==> config.mk <==
export PLATFORM = sky130hd
export DESIGN_NAME = ysyx_25040118_halt_mon
export DESIGN_NICKNAME = d
export VERILOG_FILES = /design/src/rtl/ysyx_25040118_halt_mon.sv
export SDC_FILE = /design/constraint.sdc
export NUM_CORES = 1
export LEC_CHECK = 0
export CAP_MARGIN = 20
export CORE_UTILIZATION = 45
export DETAILED_ROUTE_END_ITERATION = 8
export PLACE_DENSITY = 0.66
export SYNTH_ARGS = -nofsm -noshare
export SYNTH_HDL_FRONTEND = slang
export SYNTH_SLANG_ARGS = --single-unit
export TNS_END_PERCENT = 100
==> constraint.sdc <==
create_clock -name clk -period 10.35 [get_ports clk]
set_input_delay 2.07 -clock clk [delete_from_list [all_inputs] [get_ports clk]]
set_output_delay 2.07 -clock clk [all_outputs]
set_load 0.02 [all_outputs]
==> src/rtl/ysyx_25040118_halt_mon.sv <==
// ysyx_25040118_halt_mon -- simulation halt monitor.
// Watches the retire stream and stops the core on an ebreak, on a short
// PC loop repeating thresh times, or (optionally) on a commit stall.
// Optional feature: define YSYX_25040118_STALL_WDT_EN to build the
// no-commit stall watchdog; without it halt_reason is never 3.
//
//   state    | meaning
//   ---------+-----------------------------------------------------
//   S_RUN    | commits accepted, detectors armed
//   S_HALTED | stop high, commits ignored until clear or rst
module ysyx_25040118_halt_mon #(
    parameter int XLEN       = 32,
    parameter int LOOP_DEPTH = 4,
    parameter int CNT_W      = 16,
    parameter int STALL_MAX  = 1024
) (
    input  logic            clk,
    input  logic            rst,
    input  logic            commit_valid,
    input  logic [XLEN-1:0] commit_pc,
    input  logic            commit_ebreak,
    input  logic [XLEN-1:0] a0,
    input  logic [CNT_W-1:0] thresh,
    input  logic            clear,
    output logic            stop,
    output logic [1:0]      halt_reason,
    output logic [XLEN-1:0] halt_pc,
    output logic [XLEN-1:0] exit_code,
    output logic [31:0]     commit_count
);

    localparam int PW = $clog2(LOOP_DEPTH + 1);

    typedef enum logic {
        S_RUN    = 1'b0,
        S_HALTED = 1'b1
    } state_t;

    state_t state, state_nxt;

    logic [XLEN-1:0]       hist [LOOP_DEPTH];
    logic [LOOP_DEPTH-1:0] hist_v;
    logic [CNT_W-1:0]      rep_cnt, rep_nxt;
    logic [PW-1:0]         cur_period, period_nxt;
    logic [LOOP_DEPTH:0]   match;
    logic                  accept;
    logic                  loop_hit;
    logic                  stall_hit;
    logic [XLEN-1:0]       stall_pc;
    logic [1:0]            trip;
    logic [XLEN-1:0]       trip_pc;

    // A clear in the same cycle wins over the commit, so it is never accepted.
    assign accept = commit_valid && (state == S_RUN) && !clear;
    assign stop   = (state == S_HALTED);

    // Compare the incoming PC against every history slot; bit p means period p.
    always_comb begin
        match = '0;
        for (int p = 1; p <= LOOP_DEPTH; p++) begin
            match[p] = hist_v[p-1] && (hist[p-1] == commit_pc);
        end
    end

    // Keep counting while the current period still matches, else relock on the
    // shortest matching period (or drop to zero when nothing matches).
    always_comb begin
        period_nxt = cur_period;
        rep_nxt    = '0;
        if (match[cur_period]) begin
            rep_nxt = (&rep_cnt) ? rep_cnt : rep_cnt + CNT_W'(1);
        end else begin
            for (int p = LOOP_DEPTH; p >= 1; p--) begin
                if (match[p]) begin
                    period_nxt = PW'(p);
                    rep_nxt    = CNT_W'(1);
                end
            end
        end
    end

    assign loop_hit = (thresh != '0) && (rep_nxt == thresh);

`ifdef YSYX_25040118_STALL_WDT_EN
    localparam int SW = $clog2(STALL_MAX + 1);

    logic [SW-1:0]   stall_cnt;
    logic [XLEN-1:0] last_pc;

    // Trips on the STALL_MAX-th consecutive idle RUN cycle.
    assign stall_hit = (state == S_RUN) && !clear && !commit_valid &&
                       (stall_cnt == SW'(STALL_MAX - 1));
    assign stall_pc  = last_pc;

    // Idle-cycle counter plus the PC of the most recent accepted commit;
    // last_pc survives clear since it reports the last real retirement.
    always_ff @(posedge clk) begin
        if (rst) begin
            stall_cnt <= '0;
            last_pc   <= '0;
        end else begin
            if (clear) begin
                stall_cnt <= '0;
            end else if (state == S_RUN) begin
                if (commit_valid) begin
                    stall_cnt <= '0;
                end else if (stall_cnt != SW'(STALL_MAX)) begin
                    stall_cnt <= stall_cnt + SW'(1);
                end
            end
            if (accept) begin
                last_pc <= commit_pc;
            end
        end
    end
`else
    assign stall_hit = 1'b0;
    assign stall_pc  = '0;
`endif

    // Halt cause arbitration: ebreak beats loop beats stall.
    always_comb begin
        trip    = 2'd0;
        trip_pc = commit_pc;
        if (accept && commit_ebreak) begin
            trip = 2'd1;
        end else if (accept && loop_hit) begin
            trip = 2'd2;
        end else if (stall_hit) begin
            trip    = 2'd3;
            trip_pc = stall_pc;
        end
    end

    // State register.
    always_ff @(posedge clk) begin
        if (rst) begin
            state <= S_RUN;
        end else begin
            state <= state_nxt;
        end
    end

    // Next-state logic.
    always_comb begin
        state_nxt = state;
        case (state)
            S_RUN: begin
                if (!clear && (trip != 2'd0)) begin
                    state_nxt = S_HALTED;
                end
            end
            S_HALTED: begin
                if (clear) begin
                    state_nxt = S_RUN;
                end
            end
            default: state_nxt = S_RUN;
        endcase
    end

    // PC history payload; only the valid bits need a reset.
    always_ff @(posedge clk) begin
        if (!rst && accept) begin
            hist[0] <= commit_pc;
            for (int i = 1; i < LOOP_DEPTH; i++) begin
                hist[i] <= hist[i-1];
            end
        end
    end

    // Detector state, commit counter and the registered halt report.
    always_ff @(posedge clk) begin
        if (rst) begin
            hist_v       <= '0;
            rep_cnt      <= '0;
            cur_period   <= PW'(1);
            commit_count <= '0;
            halt_reason  <= 2'd0;
            halt_pc      <= '0;
            exit_code    <= '0;
        end else if (clear) begin
            hist_v      <= '0;
            rep_cnt     <= '0;
            cur_period  <= PW'(1);
            halt_reason <= 2'd0;
            exit_code   <= '0;
        end else begin
            if (accept) begin
                hist_v[0] <= 1'b1;
                for (int i = 1; i < LOOP_DEPTH; i++) begin
                    hist_v[i] <= hist_v[i-1];
                end
                rep_cnt      <= rep_nxt;
                cur_period   <= period_nxt;
                commit_count <= commit_count + 32'd1;
            end
            if (trip != 2'd0) begin
                halt_reason <= trip;
                halt_pc     <= trip_pc;
                exit_code   <= (trip == 2'd1) ? a0 : '0;
            end
        end
    end

endmodule

---- Word-level counts from Yosys, hierarchy flattened ----
Memories as Yosys holds them, arrays and structs flattened.
Index checks and enable logic that the tools add are counted.
storage, ports and cells
  register bits after elaboration ......... 122
  bits of input ports ..................... 85
  memory bits (writable) .................. 128
  word-level logic and storage cells ...... 62
  memories ................................ 1
  output and inout bits ................... 99
memories
  name  depth  width  read ports  clocked after memory_dff  wr ports  RTL line  RTL
  hist  4      32     4           0                         4         41        logic [XLEN-1:0] hist [LOOP_DEPTH];
operators by class
  reduce and logical (&&, ||, !) cells .... 21
  bitwise logic cells ..................... 3
  multiplexer cells ....................... 20
  $lt $le $gt $ge ......................... 1
  add/subtract/negate cells ............... 2
  equal/unequal tests ..................... 6
operator list
  kind                                                  count
  equality test 32 bit                                  4
  two-way mux 16 bit                                    5
  adder 32 x 1 -> 32 bit (second input constant)        1
  two-way mux 32 bit                                    1
  adder 16 x 1 -> 16 bit (second input constant)        1
  equality test 16 bit                                  1
  AND reduction 16 bit                                  1
  nonzero test 16 bit                                   1
  two-way mux 3 bit                                     4
  logical AND 1 bit                                     11
  two-way mux 1 bit                                     6
  < comparator 3 x 4 -> 1 bit (second input constant)   1
  two-way mux 2 bit                                     2
  AND reduction 2 bit                                   2
  nonzero test 4 bit                                    1
  binary-select mux 1 bit (select 3 bit)                1
  inverter 1 bit                                        3
  AND reduction 3 bit                                   1
  equality test 2 x 1 -> 1 bit (second input constant)  1
  logical NOT 1 bit                                     2
  case mux 1 bit (2 select lines)                       1
  nonzero test 2 bit                                    1
  OR reduction 2 bit                                    1

---- Logic depth before layout (Yosys ltp) ----
Gate-level depths: netlist (run 1).
An unclocked memory read counts as a cell.
  depth after elaboration ................. 17
  mapped depth ............................ 16
  mapped depth without buffers ............ 12

---- Worst setup path after synthesis (run 1) ----
OpenSTA, ideal clock, no wires.
  path kind ............................... input to register
  start point ............................. input clear
  end point ............................... memory hist[0][0] (enable)
  stages on the path ...................... 4
  data arrival time ....................... 8.012 ns
  library setup time ...................... 0.617 ns
  path slack .............................. 1.721 ns
  cells stage by stage .................... or2_2 clkbuf_1 clkbuf_1 nor2_1
RTL lines
  element      RTL line  RTL
  from (decl)  24        input logic clear,
  to (decl)    41

---- Final worst setup path (run 1) ----
  start point ............................. input commit_pc[5]
  end point ............................... register halt_pc[29]
between the ends
  word-level cells in the longest chain between the ends .. 14
  elaborated cells on any way between the ends .. 22
  those cells by class .................... eq/ne: 5; mux: 9; reduce/logical: 8
RTL lines
  element                            RTL line  RTL
  from (decl)                        20        input logic [XLEN-1:0] commit_pc,
  equality test 32 bit               61        match[p] = hist_v[p-1] && (hist[p-1] == commit_pc);
  logical AND 1 bit                  61
  two-way mux 1 bit                  74        if (match[p]) begin
  two-way mux 16 bit (3 in series)   74
  two-way mux 16 bit (*)             70        if (match[cur_period]) begin
  equality test 16 bit (*)           82        assign loop_hit = (thresh != '0) && (rep_nxt == thresh);
  logical AND 1 bit (*)              82
  logical AND 1 bit (*)              127       end else if (accept && loop_hit) begin
  two-way mux 2 bit (*)              127
  two-way mux 2 bit (*)              125       if (accept && commit_ebreak) begin
  nonzero test 2 bit (*)             198       if (trip != 2'd0) begin
  AND reduction 2 bit (no line) (*)  --
  to (signal assigned)               200       halt_pc <= trip_pc;
  to (decl)                          27        output logic [XLEN-1:0] halt_pc,
Mark *: on every way between the ends. The rest lies on a longest branch, timed or not. The select of a mux whose other input is x is not followed.
A chain may end at the register's enable or synchronous reset.

==> out/results.md, run 1 <==
## Outcome
* status: completed

## Yosys
* count of flip-flops with a built-in enable after synthesis: 128
* adder and majority gate portion of the synthesized area: 0.226%
* total nets after synthesis: 1129
* cell taking the most area after synthesis: edfxtp_1
* number of warning messages in the yosys log: 0
* Compound-Gate Fraction of Synth Area: 7.69%
* mux cell area share after synthesis: 0.451%
* leading register cell type out of synthesis: edfxtp_1
* cell count after synthesis: 1042
* cell area after technology mapping: 11100 sq um
* top post-synthesis cells by area: edfxtp_1 (35%), dfxtp_1 (22%), xor2_1 (7.0%), xnor2_1 (5.7%), a21oi_1 (2.9%)
* XOR/XNOR share of the synthesized area: 12.8%
* share of synthesized area occupied by flip-flops and latches: 56.7%
* fraction of synthesized cell area taken by the top area cell type: 34.7%
* main combinational cell family by area after synthesis: simple AND/OR/NAND/NOR gates
* post-synthesis register bit count: 250
* area fraction in and, or, nand and nor cells after synthesis: 18.7%
* average cell area after synthesis: 10.6 sq um
* library cells used by synthesis: 56
* proportion of synthesized flip-flops having asynchronous set or reset: 0%

## Final layout
* count of antenna diodes in the layout: 0
* number of nets at the end of the flow: 1275
* post-layout instance count excluding filler cells: 1531
* Layout Area Growth over Synthesis: 26.0%
* share of final-layout standard cells stronger than drive strength 1: 5.47%
* number of fill cells: 2148
* final standard cell utilization of the core: 57.6%

## Clock network
* cell at the root of the clock tree: clkbuf_16
* worst-skew pair later-pin latency: 0.55 ns
* Post-CTS Hold Fix Bufs: 0
* TritonCTS clock tree: done
* CTS sink cnt: 250
* number of buffers inserted by post-CTS setup repair: 0
* total of cells resized after clock tree synthesis: 0
* number of buffers on the longest clock path: 3
* CTS H-tree lvls: 1
* Num CTS Buffers: 27
* CTS clock-pin slew for the worst setup and hold paths: 0.06 ns

## STA
* clock period minus final worst setup slack: 6.32 ns
* fraction of the cycle the final worst path needs: 61.0%
* Max-Slew Margin vs Limit: 39.1%
* maximum clock skew at final layout: 0.0186 ns
* number of hold violations in the final report: 0
* setup_tns: 0 ns
* highest achievable clock rate: 158 MHz
* Post-Route Hold Slack: 0.457 ns
* actual transition at the worst max-transition pin: 0.913 ns
* setup repair after global routing missed its margin: false
* Final Max Tran Viols: 0
* # setup viols final: 0

## Die
* Total Die Area: 25300 sq um
* Initial Util: 45.7%
* # IOs: 184
* die outline width: 159 microns
* Die H: 159 microns
* Core Region: 24200 sq um
* Std-Cell Rows: 57

## Worst setup path
* Reg2Reg Launch Point: hist[0][5]
* number of cells on the critical path: 13
* CP startpoint: commit_pc[5]
* highest-delay cell along the critical path: clkdlybuf4s50_1
* worst setup path endpoint: halt_pc[29]
* biggest fanout along the worst timing path: 66
* required time reported for the critical path endpoint: 10.75 ns
* critical path launch point type: primary input
* Crit path arrival time: 6.72 ns
* cell breakdown of the critical path: clkdlybuf4s50_1 > xor2_1 > nor4_1 > nand4_1 > nor3_1 > a221o_2 > nand2_2 > a221oi_1 > o2111ai_1 > or4b_2 > buf_4 > nand4b_1 > o31ai_2
* worst-case register-to-register setup slack: 5.82 ns
* worst reg-to-reg path cell count: 12
* cell family with the largest share of critical-path delay: simple AND/OR/NAND/NOR gates
* Setup crit end kind: register
* endpoint of the worst-slack reg-to-reg timing path: halt_pc[29]
* Critical Path Max Stage Delay: 0.66 ns
* type of the worst setup path: in2reg
* buffering stage count on the worst path with inverters included: 2

## Placement
* weighted congestion reported at the end of routability-driven placement: 0.918
* Inst Count DP: 1483
* DP HPWL: 19300 microns
* buffers added on ports: 183

## Global route
* final global-route overflow total: 0
* maximum number of pins on one net before global-route repair: 98
* total global-route track usage: 21.7%
* via count of the first global-routing pass: 7823
* first-pass GRT wire length: 43600 microns
* number of antenna violations at the first check in global routing: 0

## Power and ir drop
* power per cell area: 157 nW/um^2
* maximum ir drop on the vdd rail: 133 uV
* Overall Power: 2.19 mW
* leakage power of the design: 4.58 nW

## Detailed routing
* post-detailed-route wirelength per cell: 18.1 microns
* Iteration-0 DRC Markers: 594
* number of search-and-repair iterations in the first detailed-routing pass: 7
* final wirelength: 27800 microns
* vias per cell: 5.43
* DRC viols: 0
* Routed Antenna Nets: 0
* total number of vias: 8308

## Flow run
* Maximum Capacitance Violations: 0

## Hold path
* path type of the worst min-delay path: reg2reg

[metal layers]
layer  vias to the layer above  wire, microns  track usage [%]
li1                       3991              -                -
met1                      4010          12600             29.9
met2                       256          13000             35.4
met3                        51           1300             3.00
met4                         0            903             7.43
met5                         -              0                0
[report_power, final]
part	total [mW]	internal, mW	switching [mW]
clock network	0.951	0.559	0.392
logic	0.162	0.0730	0.0893
registers	1.07	1.06	0.0118
total	2.19	1.69	0.493
[per-stage QoR]
step / setup slack, ns / cell area (sq um)
6_report: 4.03 / 14000
5_1_grt: 3.70 / 14000
4_1_cts: 4.10 / 14000
3_5_place_dp: 3.53 / 13100
3_3_place_gp: 3.71 / 13100
2_1_floorplan: 1.72 / 11100
[worst min-delay path by stage]
stage | to | depth (start not counted) | startpoint | slack (ns)
2_1_floorplan | hist[2][1] | 0 | hist[1][1] | 0.43
3_3_place_gp | hist[2][1] | 0 | hist[1][1] | 0.43
3_5_place_dp | hist[2][1] | 0 | hist[1][1] | 0.45
4_1_cts | hist[2][5] | 0 | hist[1][5] | 0.46
5_1_grt | hist[1][3] | 0 | hist[0][3] | 0.47
6_report | hist[2][1] | 0 | hist[1][1] | 0.46
[cell families (layout without fill, tap and decap cells)]
| logic type | Yosys count | count (layout) |
|---|---|---|
| XOR/XNOR | 161 | 161 |
| flip-flops | 250 | 250 |
| adder cells (fa/ha/maj) | 2 | 2 |
| multiplexers | 5 | 5 |
| buffers and inverters | 94 | 259 |
| AO/OA/AOI/OAI | 149 | 149 |
| AND/OR/NAND/NOR | 381 | 381 |
[cells in the final DEF, fill, tap and decap left out, types with 4 or more instances in the layout]
cell             instances
a21oi_1                 64
nand3b_1                 4
nor3_1                  26
and3_1                  12
or4_1                    4
nand2_1                 74
xnor2_1                 72
inv_1                   17
nand3_1                 54
edfxtp_1               128
nand4b_1                32
dfxtp_1                122
nand2b_1                29
clkbuf_1                 5
o21ai_1                 28
clkdlybuf4s50_1        182
nor2b_1                  4
clkinv_2                 7
nand4_1                 25
nor2_1                  64
o21ai_0                 21
and2_1                   4
buf_4                   11
a31oi_1                  6
clkbuf_16               28
or3_1                   11
nor4_1                  21
mux2i_1                  5
xor2_1                  88
o22ai_1                  5
[cell type report]
type | count | area [sq um] | area share (%)
well taps | 324 | 405 | 2.90
clock buffers | 35 | 747 | 5.35
repair buffers | 194 | 1910 | 13.7
multi-input cells | 698 | 4430 | 31.7
flip-flops and latches | 250 | 6290 | 45.0
clock inverters | 13 | 131 | 0.940
inverters | 17 | 63.8 | 0.457
[flip-flops by register name, summed over array words and instances, names as in the netlist]
register      count
stop              1
exit_code        32
hist            128
halt_reason       2
rep_cnt          16
cur_period        3
hist_v            4
halt_pc          32
commit_count     32
[synthesized netlist by cell type (2+ instances only)]
cell type	number
nor4b_1	3
nand4b_1	32
o21ai_0	21
a2111oi_0	2
nor3_1	26
mux2i_1	5
edfxtp_1	128
and2_1	4
nand3b_1	4
or4_1	4
o2bb2ai_1	2
nand2_1	75
nor2b_1	4
buf_1	6
or3_1	11
o31ai_1	3
a211oi_1	3
buf_6	3
buf_2	6
nand4_1	25
dfxtp_1	122
o21ai_1	28
clkbuf_1	62
a31oi_1	6
ha_1	2
inv_1	17
a21oi_1	64
a221o_1	3
nor2_1	65
nor4_1	21
o2111ai_1	2
o21a_1	2
and3_1	12
and4_1	3
nand3_1	54
o21bai_1	2
o22ai_1	5
xnor2_1	72
nand2b_1	29
xor2_1	88
(Power assumes the default switching activity.)
==> run 2, diff against run 1 <==
==> constraint.sdc (replaced) <==
create_clock -name clk -period 5.9 [get_ports clk]
set_input_delay 1.18 -clock clk [delete_from_list [all_inputs] [get_ports clk]]
set_output_delay 1.18 -clock clk [all_outputs]
set_load 0.02 [all_outputs]
==> run 2 against run 1 <==
Power grew 77%. Sequential share of layout area shrank 0.41 points. Global-route usage shrank 0.17 points. Final cell count grew 0.91%. Combinational power grew 78%. Register-to-register slack lost 4.2 ns. Sequential power grew 76%. Die area is the same. Largest cell class unchanged.
==> out/results.md, run 2 (same netlist as run 1, synthesis figures left out) <==
## Outcome
* status: completed, unchanged

## Detailed routing
* DRC viols: 0, unchanged
* post-detailed-route wirelength per cell: 17.9 microns, was 18.1 microns
* vias per cell: 5.36, was 5.43
* number of search-and-repair iterations in the first detailed-routing pass: 7, unchanged
* Routed Antenna Nets: 0, unchanged
* final wirelength: 27600 microns, was 27800 microns
* met3 wire length: 1580 microns, was 1300 microns
* routed metal-1 wire length: 12100 microns, was 12600 microns
* top routing layer used: met4, unchanged
* total number of vias: 8287, was 8308
* Iteration-0 DRC Markers: 592, was 594
* sum of met2 wire segment lengths after detailed routing: 12900 microns, was 13000 microns

## Clock network
* Num CTS Buffers: 28, was 27
* number of buffers on the longest clock path: 3, unchanged
* Post-CTS Hold Fix Bufs: 0, unchanged
* CTS clock-pin slew for the worst setup and hold paths: 0.06 ns, about the same
* worst-skew pair later-pin latency: 0.56 ns, was 0.55 ns
* CTS sink cnt: 250, unchanged
* cell at the root of the clock tree: clkbuf_16, unchanged
* TritonCTS clock tree: done, unchanged
* total of cells resized after clock tree synthesis: 0, unchanged
* CTS H-tree lvls: 1, unchanged
* number of buffers inserted by post-CTS setup repair: 0, unchanged

## STA
* highest achievable clock rate: 200 MHz
* Post-Route Hold Slack: 0.452 ns, was 0.457 ns
* setup repair after global routing missed its margin: false, unchanged
* maximum clock skew at final layout: 0.0222 ns, was 0.0186 ns
* Final Max Tran Viols: 0, unchanged
* clock period minus final worst setup slack: 4.99 ns
* actual transition at the worst max-transition pin: 1.00 ns, was 0.913 ns
* setup_tns: 0 ns, unchanged
* fraction of the cycle the final worst path needs: 84.6%
* minimum setup slack in the final design: 0.908 ns, was 4.03 ns
* # setup viols final: 0, unchanged
* number of hold violations in the final report: 0, unchanged
* Max-Slew Margin vs Limit: 33.2%, was 39.1%

## Die
* Core Region: 24200 sq um, unchanged
* # IOs: 184, unchanged
* die outline width: 159 microns, unchanged
* Die H: 159 microns, unchanged
* Total Die Area: 25300 sq um, unchanged
* Std-Cell Rows: 57, unchanged
* Initial Util: 45.7%, unchanged

## Global route
* number of antenna violations at the first check in global routing: 0, unchanged
* final global-route overflow total: 0, unchanged
* first-pass GRT wire length: 43100 microns, was 43600 microns
* maximum number of pins on one net before global-route repair: 97, was 98
* total global-route track usage: 21.6%, was 21.7%
* via count of the first global-routing pass: 7748, was 7823

## Hold path
* instance count along the most critical hold path: 0, unchanged
* path type of the worst min-delay path: reg2reg, unchanged

## Worst setup path
* number of cells on the critical path: 13, unchanged
* Setup crit end kind: register, unchanged
* worst reg-to-reg path cell count: 13, was 12
* critical path launch point type: primary input, unchanged
* highest-delay cell along the critical path: or4b_2, was clkdlybuf4s50_1
* Critical Path Max Stage Delay: 0.68 ns, was 0.66 ns
* biggest fanout along the worst timing path: 31, was 66
* cell family with the largest share of critical-path delay: simple AND/OR/NAND/NOR gates, unchanged
* required time reported for the critical path endpoint: 6.36 ns, was 10.75 ns
* Crit path arrival time: 5.45 ns, was 6.72 ns
* buffering stage count on the worst path with inverters included: 3, was 2
* cell breakdown of the critical path: clkdlybuf4s50_1 > inv_1 > a221o_1 > nor4b_1 > and4_1 > a221o_2 > nand2_2 > a221oi_1 > o2111ai_1 > or4b_2 > and2_1 > buf_4 > o31ai_1, was clkdlybuf4s50_1 > xor2_1 > nor4_1 > nand4_1 > nor3_1 > a221o_2 > nand2_2 > a221oi_1 > o2111ai_1 > or4b_2 > buf_4 > nand4b_1 > o31ai_2
* type of the worst setup path: in2reg, unchanged

## Power and ir drop
* part of the power in registers: 48.7%, was 49.1%
* Cell Int Power: 3.00 mW, was 1.69 mW
* maximum ir drop on the vdd rail: 282 uV, was 133 uV
* combinational cell fraction of total power: 7.5%, was 7.4%
* Overall Power: 3.86 mW, was 2.19 mW
* clock share of power: 43.8%, was 43.5%
* power per cell area: 274 nW/um^2, was 157 nW/um^2
* leakage power of the design: 4.63 nW, was 4.58 nW
* switching share of power: 22.4%, was 22.5%
* switching power of the nets: 866 uW, was 493 uW

## Final layout
* final standard cell utilization of the core: 58.1%, was 57.6%
* post-layout instance count excluding filler cells: 1545, was 1531
* share of final-layout standard cells stronger than drive strength 1: 5.98%, was 5.47%
* flip-flop count of the largest register after layout: 128, unchanged
* Post-Layout Inst Area: 14100 sq um, was 14000 sq um
* count of antenna diodes in the layout: 0, unchanged
* footprint of the flip-flops and latches: 6290 sq um, unchanged
* commonest cells after routing, fill and taps aside: clkdlybuf4s50_1 (182), edfxtp_1 (128), dfxtp_1 (122), xor2_1 (88), nand2_1 (74), unchanged
* Layout Area Growth over Synthesis: 27.2%, was 26.0%
* Reg with most FFs: hist, unchanged
* area of the multi-input gates: 4430 sq um, unchanged
* number of fill cells: 2103, was 2148
* number of nets at the end of the flow: 1286, was 1275
* leading cell type in the layout, fill and taps excluded: clkdlybuf4s50_1, unchanged

## Placement
* worst slack at placement: 0.432 ns, was 3.53 ns
* weighted congestion reported at the end of routability-driven placement: 0.866, was 0.918
* area after detailed placement: 13200 sq um, was 13100 sq um
* DP HPWL: 19700 microns, was 19300 microns
* buffers added on ports: 183, unchanged
* Inst Count DP: 1493, was 1483

## Flow run
* Maximum Capacitance Violations: 0, unchanged

run 2: cell types whose count changed in the layout (fill, tap and decap cells not counted), sizes merged:
| cell | previous run | this run |
|---|---|---|
| buf | 12 | 22 |
| inv | 18 | 17 |
| clkbuf | 35 | 40 |
run 2: cell type report:
class	instances	share of cell area, %
repair buffers	204	14.2
multi-input cells	698	31.4
inverters	17	0.453
clock buffers	40	5.50
clock inverters	12	0.959
flip-flops and latches	250	44.6
well taps	324	2.88
run 2: path summary, 6_finish.rpt:
kind	to	start	slack, ns
max reg2reg	halt_pc[26]	rep_cnt[0]	1.61
min reg2reg	hist[2][5]	hist[1][5]	0.45
max	halt_pc[26]	commit_pc[29]	0.91
min	hist[2][5]	hist[1][5]	0.45
run 2: power groups by stage:
stage	clock, mW	sequential, mW	combinational [mW]
2_1_floorplan	0	1.93	0.138
3_3_place_gp	0	1.92	0.286
3_5_place_dp	0	1.92	0.289
4_1_cts	1.74	1.88	0.291
5_1_grt	1.81	1.89	0.309
6_report	1.69	1.88	0.288
run 2: per-layer routing:
layer  track usage (%)  up-vias
met5                 0        -
met4              8.74        0
met3              3.20       55
met2              34.7      280
met1              29.3     3929
li1                  -     4023
